**src/rtl/serial_subtractor_pkg.sv**
```systemverilog
// Shared definitions for the serial arithmetic library (adder and subtractor).
// The state encoding is common so one controller can drive either block.
package serial_arith_pkg;

  localparam int DEFAULT_WIDTH = 4;

  typedef enum logic [1:0] {
    IDLE = 2'd0,
    RUN  = 2'd1,
    DONE = 2'd2
  } state_e;

  // Counter width: enough to hold WIDTH-1 plus one spare bit.
  function automatic int cnt_width(input int w);
    return $clog2(w) + 1;
  endfunction

endpackage

```
**src/rtl/serial_subtractor_if.sv**
```systemverilog
// start/busy/done handshake plus operand and result buses of the serial subtractor.
interface serial_subtractor_if #(
  parameter int WIDTH = serial_arith_pkg::DEFAULT_WIDTH
);
  logic             start;
  logic [WIDTH-1:0] a;
  logic [WIDTH-1:0] b;
  logic             busy;
  logic             done;
  logic [WIDTH-1:0] diff;
  logic             bout;

  modport master (output start, a, b, input busy, done, diff, bout);
  modport slave  (input start, a, b, output busy, done, diff, bout);
endinterface

```
**src/rtl/serial_subtractor_fullsubtractor.sv**
```systemverilog
// Single-bit full subtractor: diff = a - b - bin, bout set when that underflows.
module fullsubtractor (
  input  logic a,
  input  logic b,
  input  logic bin,
  output logic diff,
  output logic bout
);

  assign diff = a ^ b ^ bin;
  assign bout = (~a & b) | (~(a ^ b) & bin);

endmodule

```
**src/rtl/serial_subtractor.sv**
```systemverilog
// Bit-serial unsigned subtractor: a - b, LSB first, one bit per clock through one
// full-subtractor cell and a borrow flop. Result is held until the next accepted start.
module serial_subtractor
  import serial_arith_pkg::*;
#(
  parameter int WIDTH = DEFAULT_WIDTH
) (
  input logic                clk,
  input logic                rst,
  serial_subtractor_if.slave bus
);

  localparam int CW = cnt_width(WIDTH);
  localparam logic [CW-1:0] LAST = CW'(WIDTH - 1);

  state_e           state_q, state_d;
  logic [WIDTH-1:0] sa_q, sa_d;
  logic [WIDTH-1:0] sb_q, sb_d;
  logic [WIDTH-1:0] res_q, res_d;
  logic             br_q, br_d;
  logic [CW-1:0]    cnt_q, cnt_d;
  logic             busy_q, done_q;
  logic             cell_diff_s, cell_bout_s;

  fullsubtractor u_cell (
    .a    (sa_q[0]),
    .b    (sb_q[0]),
    .bin  (br_q),
    .diff (cell_diff_s),
    .bout (cell_bout_s)
  );

  // Next-state and datapath update: load on accepted start, shift one bit per RUN cycle.
  always_comb begin
    state_d = state_q;
    sa_d    = sa_q;
    sb_d    = sb_q;
    res_d   = res_q;
    br_d    = br_q;
    cnt_d   = cnt_q;
    case (state_q)
      IDLE, DONE: begin
        if (bus.start) begin
          state_d = RUN;
          sa_d    = bus.a;
          sb_d    = bus.b;
          br_d    = 1'b0;
          cnt_d   = '0;
        end else begin
          state_d = IDLE;
        end
      end
      RUN: begin
        sa_d  = {1'b0, sa_q[WIDTH-1:1]};
        sb_d  = {1'b0, sb_q[WIDTH-1:1]};
        res_d = {cell_diff_s, res_q[WIDTH-1:1]};
        br_d  = cell_bout_s;
        cnt_d = cnt_q + CW'(1);
        if (cnt_q == LAST) begin
          state_d = DONE;
        end else begin
          state_d = RUN;
        end
      end
      default: state_d = IDLE;
    endcase
  end

  // State, datapath and registered handshake outputs; reset wins over start.
  always_ff @(posedge clk) begin
    if (rst) begin
      state_q <= IDLE;
      sa_q    <= '0;
      sb_q    <= '0;
      res_q   <= '0;
      br_q    <= 1'b0;
      cnt_q   <= '0;
      busy_q  <= 1'b0;
      done_q  <= 1'b0;
    end else begin
      state_q <= state_d;
      sa_q    <= sa_d;
      sb_q    <= sb_d;
      res_q   <= res_d;
      br_q    <= br_d;
      cnt_q   <= cnt_d;
      busy_q  <= (state_d == RUN);
      done_q  <= (state_d == DONE);
    end
  end

  assign bus.busy = busy_q;
  assign bus.done = done_q;
  assign bus.diff = res_q;
  assign bus.bout = br_q;

endmodule
```
**src/flat_wrapper.sv**
```systemverilog
// flat-port wrapper written by rule: the top's interface ports become plain ports
module serial_subtractor_flat import serial_arith_pkg::*;
#(
  parameter int WIDTH = DEFAULT_WIDTH
)
  (clk, rst, bus_start, bus_a, bus_b, bus_busy, bus_done, bus_diff, bus_bout);
  serial_subtractor_if #(.WIDTH(WIDTH)) bus_i ();
  input logic clk;
  input logic rst;
  input wire logic [$bits(bus_i.start)-1:0] bus_start;
  input wire logic [$bits(bus_i.a)-1:0] bus_a;
  input wire logic [$bits(bus_i.b)-1:0] bus_b;
  output wire logic [$bits(bus_i.busy)-1:0] bus_busy;
  output wire logic [$bits(bus_i.done)-1:0] bus_done;
  output wire logic [$bits(bus_i.diff)-1:0] bus_diff;
  output wire logic [$bits(bus_i.bout)-1:0] bus_bout;
  assign bus_i.start = bus_start;
  assign bus_i.a = bus_a;
  assign bus_i.b = bus_b;
  assign bus_busy = bus_i.busy;
  assign bus_done = bus_i.done;
  assign bus_diff = bus_i.diff;
  assign bus_bout = bus_i.bout;
  serial_subtractor #(.WIDTH(WIDTH)) u_core (.clk(clk), .rst(rst), .bus(bus_i));
endmodule
```
**config.mk**
```make
export PLATFORM = sky130hd
export DESIGN_NAME = serial_subtractor_flat
export DESIGN_NICKNAME = d
export VERILOG_FILES = /design/src/rtl/serial_subtractor_pkg.sv /design/src/rtl/serial_subtractor_if.sv /design/src/rtl/serial_subtractor_fullsubtractor.sv /design/src/rtl/serial_subtractor.sv /design/src/flat_wrapper.sv
export SDC_FILE = /design/constraint.sdc
export NUM_CORES = 1
export LEC_CHECK = 0
export ABC_AREA = 1
export CELL_PAD_IN_SITES_DETAIL_PLACEMENT = 1
export CELL_PAD_IN_SITES_GLOBAL_PLACEMENT = 2
export CORE_ASPECT_RATIO = 0.5
export CORE_MARGIN = 8
export CORE_UTILIZATION = 30
export CTS_CLUSTER_DIAMETER = 80
export DETAILED_ROUTE_END_ITERATION = 16
export GPL_TIMING_DRIVEN = 0
export HOLD_SLACK_MARGIN = 0.08
export PLACE_DENSITY = 0.89
export SLEW_MARGIN = 20
export SYNTH_ARGS = -nofsm -noshare
export SYNTH_HDL_FRONTEND = slang
export SYNTH_SLANG_ARGS = --single-unit
```
**constraint.sdc**
```tcl
create_clock -name clk -period 2.5 [get_ports clk]
set_clock_uncertainty 0.1 [all_clocks]
set_input_delay 0.375 -clock clk [delete_from_list [all_inputs] [get_ports clk]]
set_output_delay 0.375 -clock clk [all_outputs]
set_load 0.02 [all_outputs]
```
==> metrics.md <==
| Metric | Value |
|---|---|
| Root Buffer | clkbuf_8 |
| DRT antenna net count | 0 |
| Switching power share of the total | a little over a quarter |
| Register share of total power | 47.0% |
| P per Cell Area | about 630 nW/um2 |
| Initial Utilization | slightly above 30% |
| Pre-antenna DRT Iters | 3 |
| # nets final | between 150 and 200 |
| Synth-to-layout area growth | 28.7% |
| Number of diodes | 0 |
| Post-CTS sizing | 0 |
| Tmin final | ~1.7 ns |
| Core area | ~3000 um2 |
| Switching power | about 0.00020 W |
| Final setup vio count | 0 |
| Final Cycle Share | 69.4% |
| CP Launch Type | register |
| Clock network power share | about a third |
| Yosys warns | 0 |
| Slowest cell on the critical path | clkdlybuf4s50_1 |
| # IOs | 18 |
| RSZ-0062 raised after global routing | false |
| Post-synthesis cell count | approximately 120 |
| Critical path fanouts, max | 3 |
| Setup slack, reg-to-reg | between 1 and 1.5 ns |
| Worst path bufs/invs | 1 |
| R2R depth | 6 |
| Via count | roughly 800 |
| Layout cells sized above 1 | between 10 and 15% |
| Final Wtd Congestion | ~0.7 |
| Post-Synthesis Cell Area | around 920 um2 |
| Fmax | 0.577 GHz |
| Yosys cell types | 19 |
| WL met3 | between 100 and 150 um |
| Setup TNS | 0 ns |
| Crit Path Class | register to output pin |
| Actual transition at the worst max-transition pin | 0.221 ns |
| Hold path depth | 2 |
| Clock sink count | 20 |
| Fin. max-slew vios | 0 |
| DRT iter0 DRCs | 9 |
| Gr ovfl total | 0 |
| Worst-path clk slew | approximately 0.07 ns |
| Initial antenna violation count | 0 |
| Clock Path Buffers | 2 |
| Mean Syn Cell Area | between 7 and 8 um2 |
| Fillcell total | 384 |
| Die width | 94.5 um |
| Worst-path cell chain | clkdlybuf4s50_1 |
| First-pass GRT wire length | just under 4000 um |
| Die Ht | ~55 um |
| FF-to-FF Start | u_core.state_q[0]$_SDFF_PP0_ |
| Row cnt | 14 |
| Non-Filler Instances | approximately 180 |
| WP data arrival | 1.26 ns |
| Logic pwr share | roughly a fifth |
| Cell count after placement | roughly 180 |
| Hold EP | u_core.sa_q[3]$_SDFFE_PP0P_ |
| Largest net degree at the start of global routing | 12 |
| Worst Hold Launch | rst |
| Slew margin rel. | 85.2% |
| Syn nets | around 140 |
| Seq/Total Area, Yosys | between 40% and 50% |
| Clock latency at the later pin of the worst-skew pair | around 0.26 ns |
| Die ar. | ~5200 um2 |
| Final WL | 2200 um |
| Pint | 0.000552 W |
| WL per Instance | 12.0 um |
| Hold Vio Cnt, Final | 0 |
| CTS Buf Count | 3 |
| M1 wire length | 1060 um |
| Setup Fix Bufs, Post-CTS | 0 |
| Top layer reached by signal wires | met4 |
| Worst Path Required | between 2 and 2.5 ns |
| Reg-to-reg endpoint | u_core.sb_q[2]$_SDFFE_PP0P_ |
| Post-synthesis register bit count | 20 |
| Vias/cell | 4.44 |
| Port Buf Inserts | 16 |
| Multi-input gate area | around 390 um2 |
| Family with the most delay on the worst path | buffers and inverters |
| Total GRT Usage | under 10% |
| Dpl hpwl | between 1500 and 2000 um |
| Hold_buf cts | 0 |
| CTS tree | built |
| Met2 WL | between 900 and 1000 um |
| Crit-path max cell delay | 0.62 ns |
| Outcome | completed |
| Drt drc | 0 |
| Worst hold path type | input pin to register |
| H-tree depth | 1 |
| Peak VDD IR | around 220 uV |
| Sequential Area | ~400 um2 |
| CP endpoint kind | output pin |
| Number of max-cap violations | 0 |
| Pleak | 0.529 nW |
| Vias in the first global route | approximately 840 |
==> worst max path at each step <==
stage	start	to	slack (ns)	cells after the start
floorplan	u_core.bus.bout$_SDFFE_PP0P_	u_core.bus.diff[3]$_SDFFE_PP0N_	1.33	2
global placement	bus_start	u_core.sb_q[2]$_SDFFE_PP0P_	0.95	5
detailed placement	bus_start	u_core.sa_q[0]$_SDFFE_PP0P_	0.89	5
CTS	u_core.bus.bout$_SDFFE_PP0P_	bus_bout	0.76	1
global route	u_core.bus.bout$_SDFFE_PP0P_	bus_bout	0.72	1
finish	u_core.bus.bout$_SDFFE_PP0P_	bus_bout	0.77	1
==> through the flow <==
| stage | cell area, um2 | hold WS [ns] | worst slack (ns) | power (W) | util [%] |
|---|---|---|---|---|---|
| after floorplan | 925 | 0.328 | 1.33 | 0.000460 | - |
| after global placement | 1130 | 0.347 | 0.949 | 0.000510 | 38.1 |
| after detailed placement | 1130 | 0.359 | 0.893 | 0.000514 | 38.1 |
| after CTS | 1190 | 0.306 | 0.756 | 0.000765 | 40.0 |
| after global routing | 1190 | 0.331 | 0.719 | 0.000796 | 40.0 |
| final | 1190 | 0.306 | 0.766 | 0.000751 | 40.0 |
==> per-layer routing <==
metal / up-vias / track usage (%)
li1: 425 / -
met1: 371 / 11.3
met2: 11 / 13.8
met3: 5 / 3.90
met4: 0 / 3.96
met5: - / 0
==> power groups by stage <==
stage / clock network (W) / registers (W) / logic [W]
6_report: 0.000248 / 0.000353 / 0.000150
2_1_floorplan: 0 / 0.000369 / 0.0000909
4_1_cts: 0.000257 / 0.000354 / 0.000154
3_5_place_dp: 0 / 0.000361 / 0.000153
3_3_place_gp: 0 / 0.000361 / 0.000149
5_1_grt: 0.000267 / 0.000357 / 0.000172
==> Yosys cell counts <==
| cell | instances | area share, % |
|---|---|---|
| ha_1 | 2 | 2.7 |
| nand2_1 | 19 | 7.7 |
| a21oi_1 | 9 | 4.9 |
| inv_2 | 1 | 0.41 |
| buf_6 | 3 | 3.7 |
| inv_4 | 1 | 0.68 |
| nor2_1 | 12 | 4.9 |
| buf_4 | 2 | 1.6 |
| buf_2 | 2 | 1.1 |
| nor3_1 | 8 | 4.3 |
| inv_1 | 18 | 7.3 |
| nand3b_1 | 1 | 0.81 |
| fa_1 | 1 | 2.2 |
| o21ai_0 | 5 | 2.7 |
| nand2_2 | 1 | 0.68 |
| dfxtp_1 | 20 | 43 |
| nand3_1 | 16 | 8.7 |
| nor2_4 | 1 | 1.2 |
| nand2_4 | 1 | 1.2 |
==> placed cells by master, fill, tap and decap left out, types with 2 or more instances in the layout <==
master,Yosys,routed
ha_1,2,2
buf_6,3,3
clkdlybuf4s50_1,0,16
a21oi_1,9,9
buf_2,2,2
clkbuf_8,0,4
inv_1,18,18
nand2_1,19,19
nor3_1,8,8
buf_4,2,2
o21ai_0,5,5
nor2_1,12,12
nand3_1,16,16
dfxtp_1,20,20
==> cells by family after synthesis <==
family                   synth area share (%)
AND/OR/NAND/NOR                          29.5
buffers and inverters                    14.7
AO/OA/AOI/OAI                            7.58
flip-flops                               43.3
adder cells (fa/ha/maj)                  4.87
==> sequential cells by signal, summed over array words and instances, names as in the netlist <==
| register | count |
|---|---|
| u_core.bus.bout | 1 |
| u_core.bus.busy | 1 |
| u_core.sa_q | 4 |
| u_core.sb_q | 4 |
| u_core.cnt_q | 3 |
| u_core.bus.diff | 4 |
| u_core.state_q | 2 |
| u_core.bus.done | 1 |
==> area by class of cell <==
class                           instances  share of cell area, %
Buffer                                  7                   4.94
Clock buffer                            4                   4.63
Inverter                               20                   6.52
Multi-Input combinational cell         76                   32.6
Sequential cell                        20                   33.6
Tap cell                               40                   4.21
Timing Repair Buffer                   16                   13.5
(Power assumes the default switching activity.)
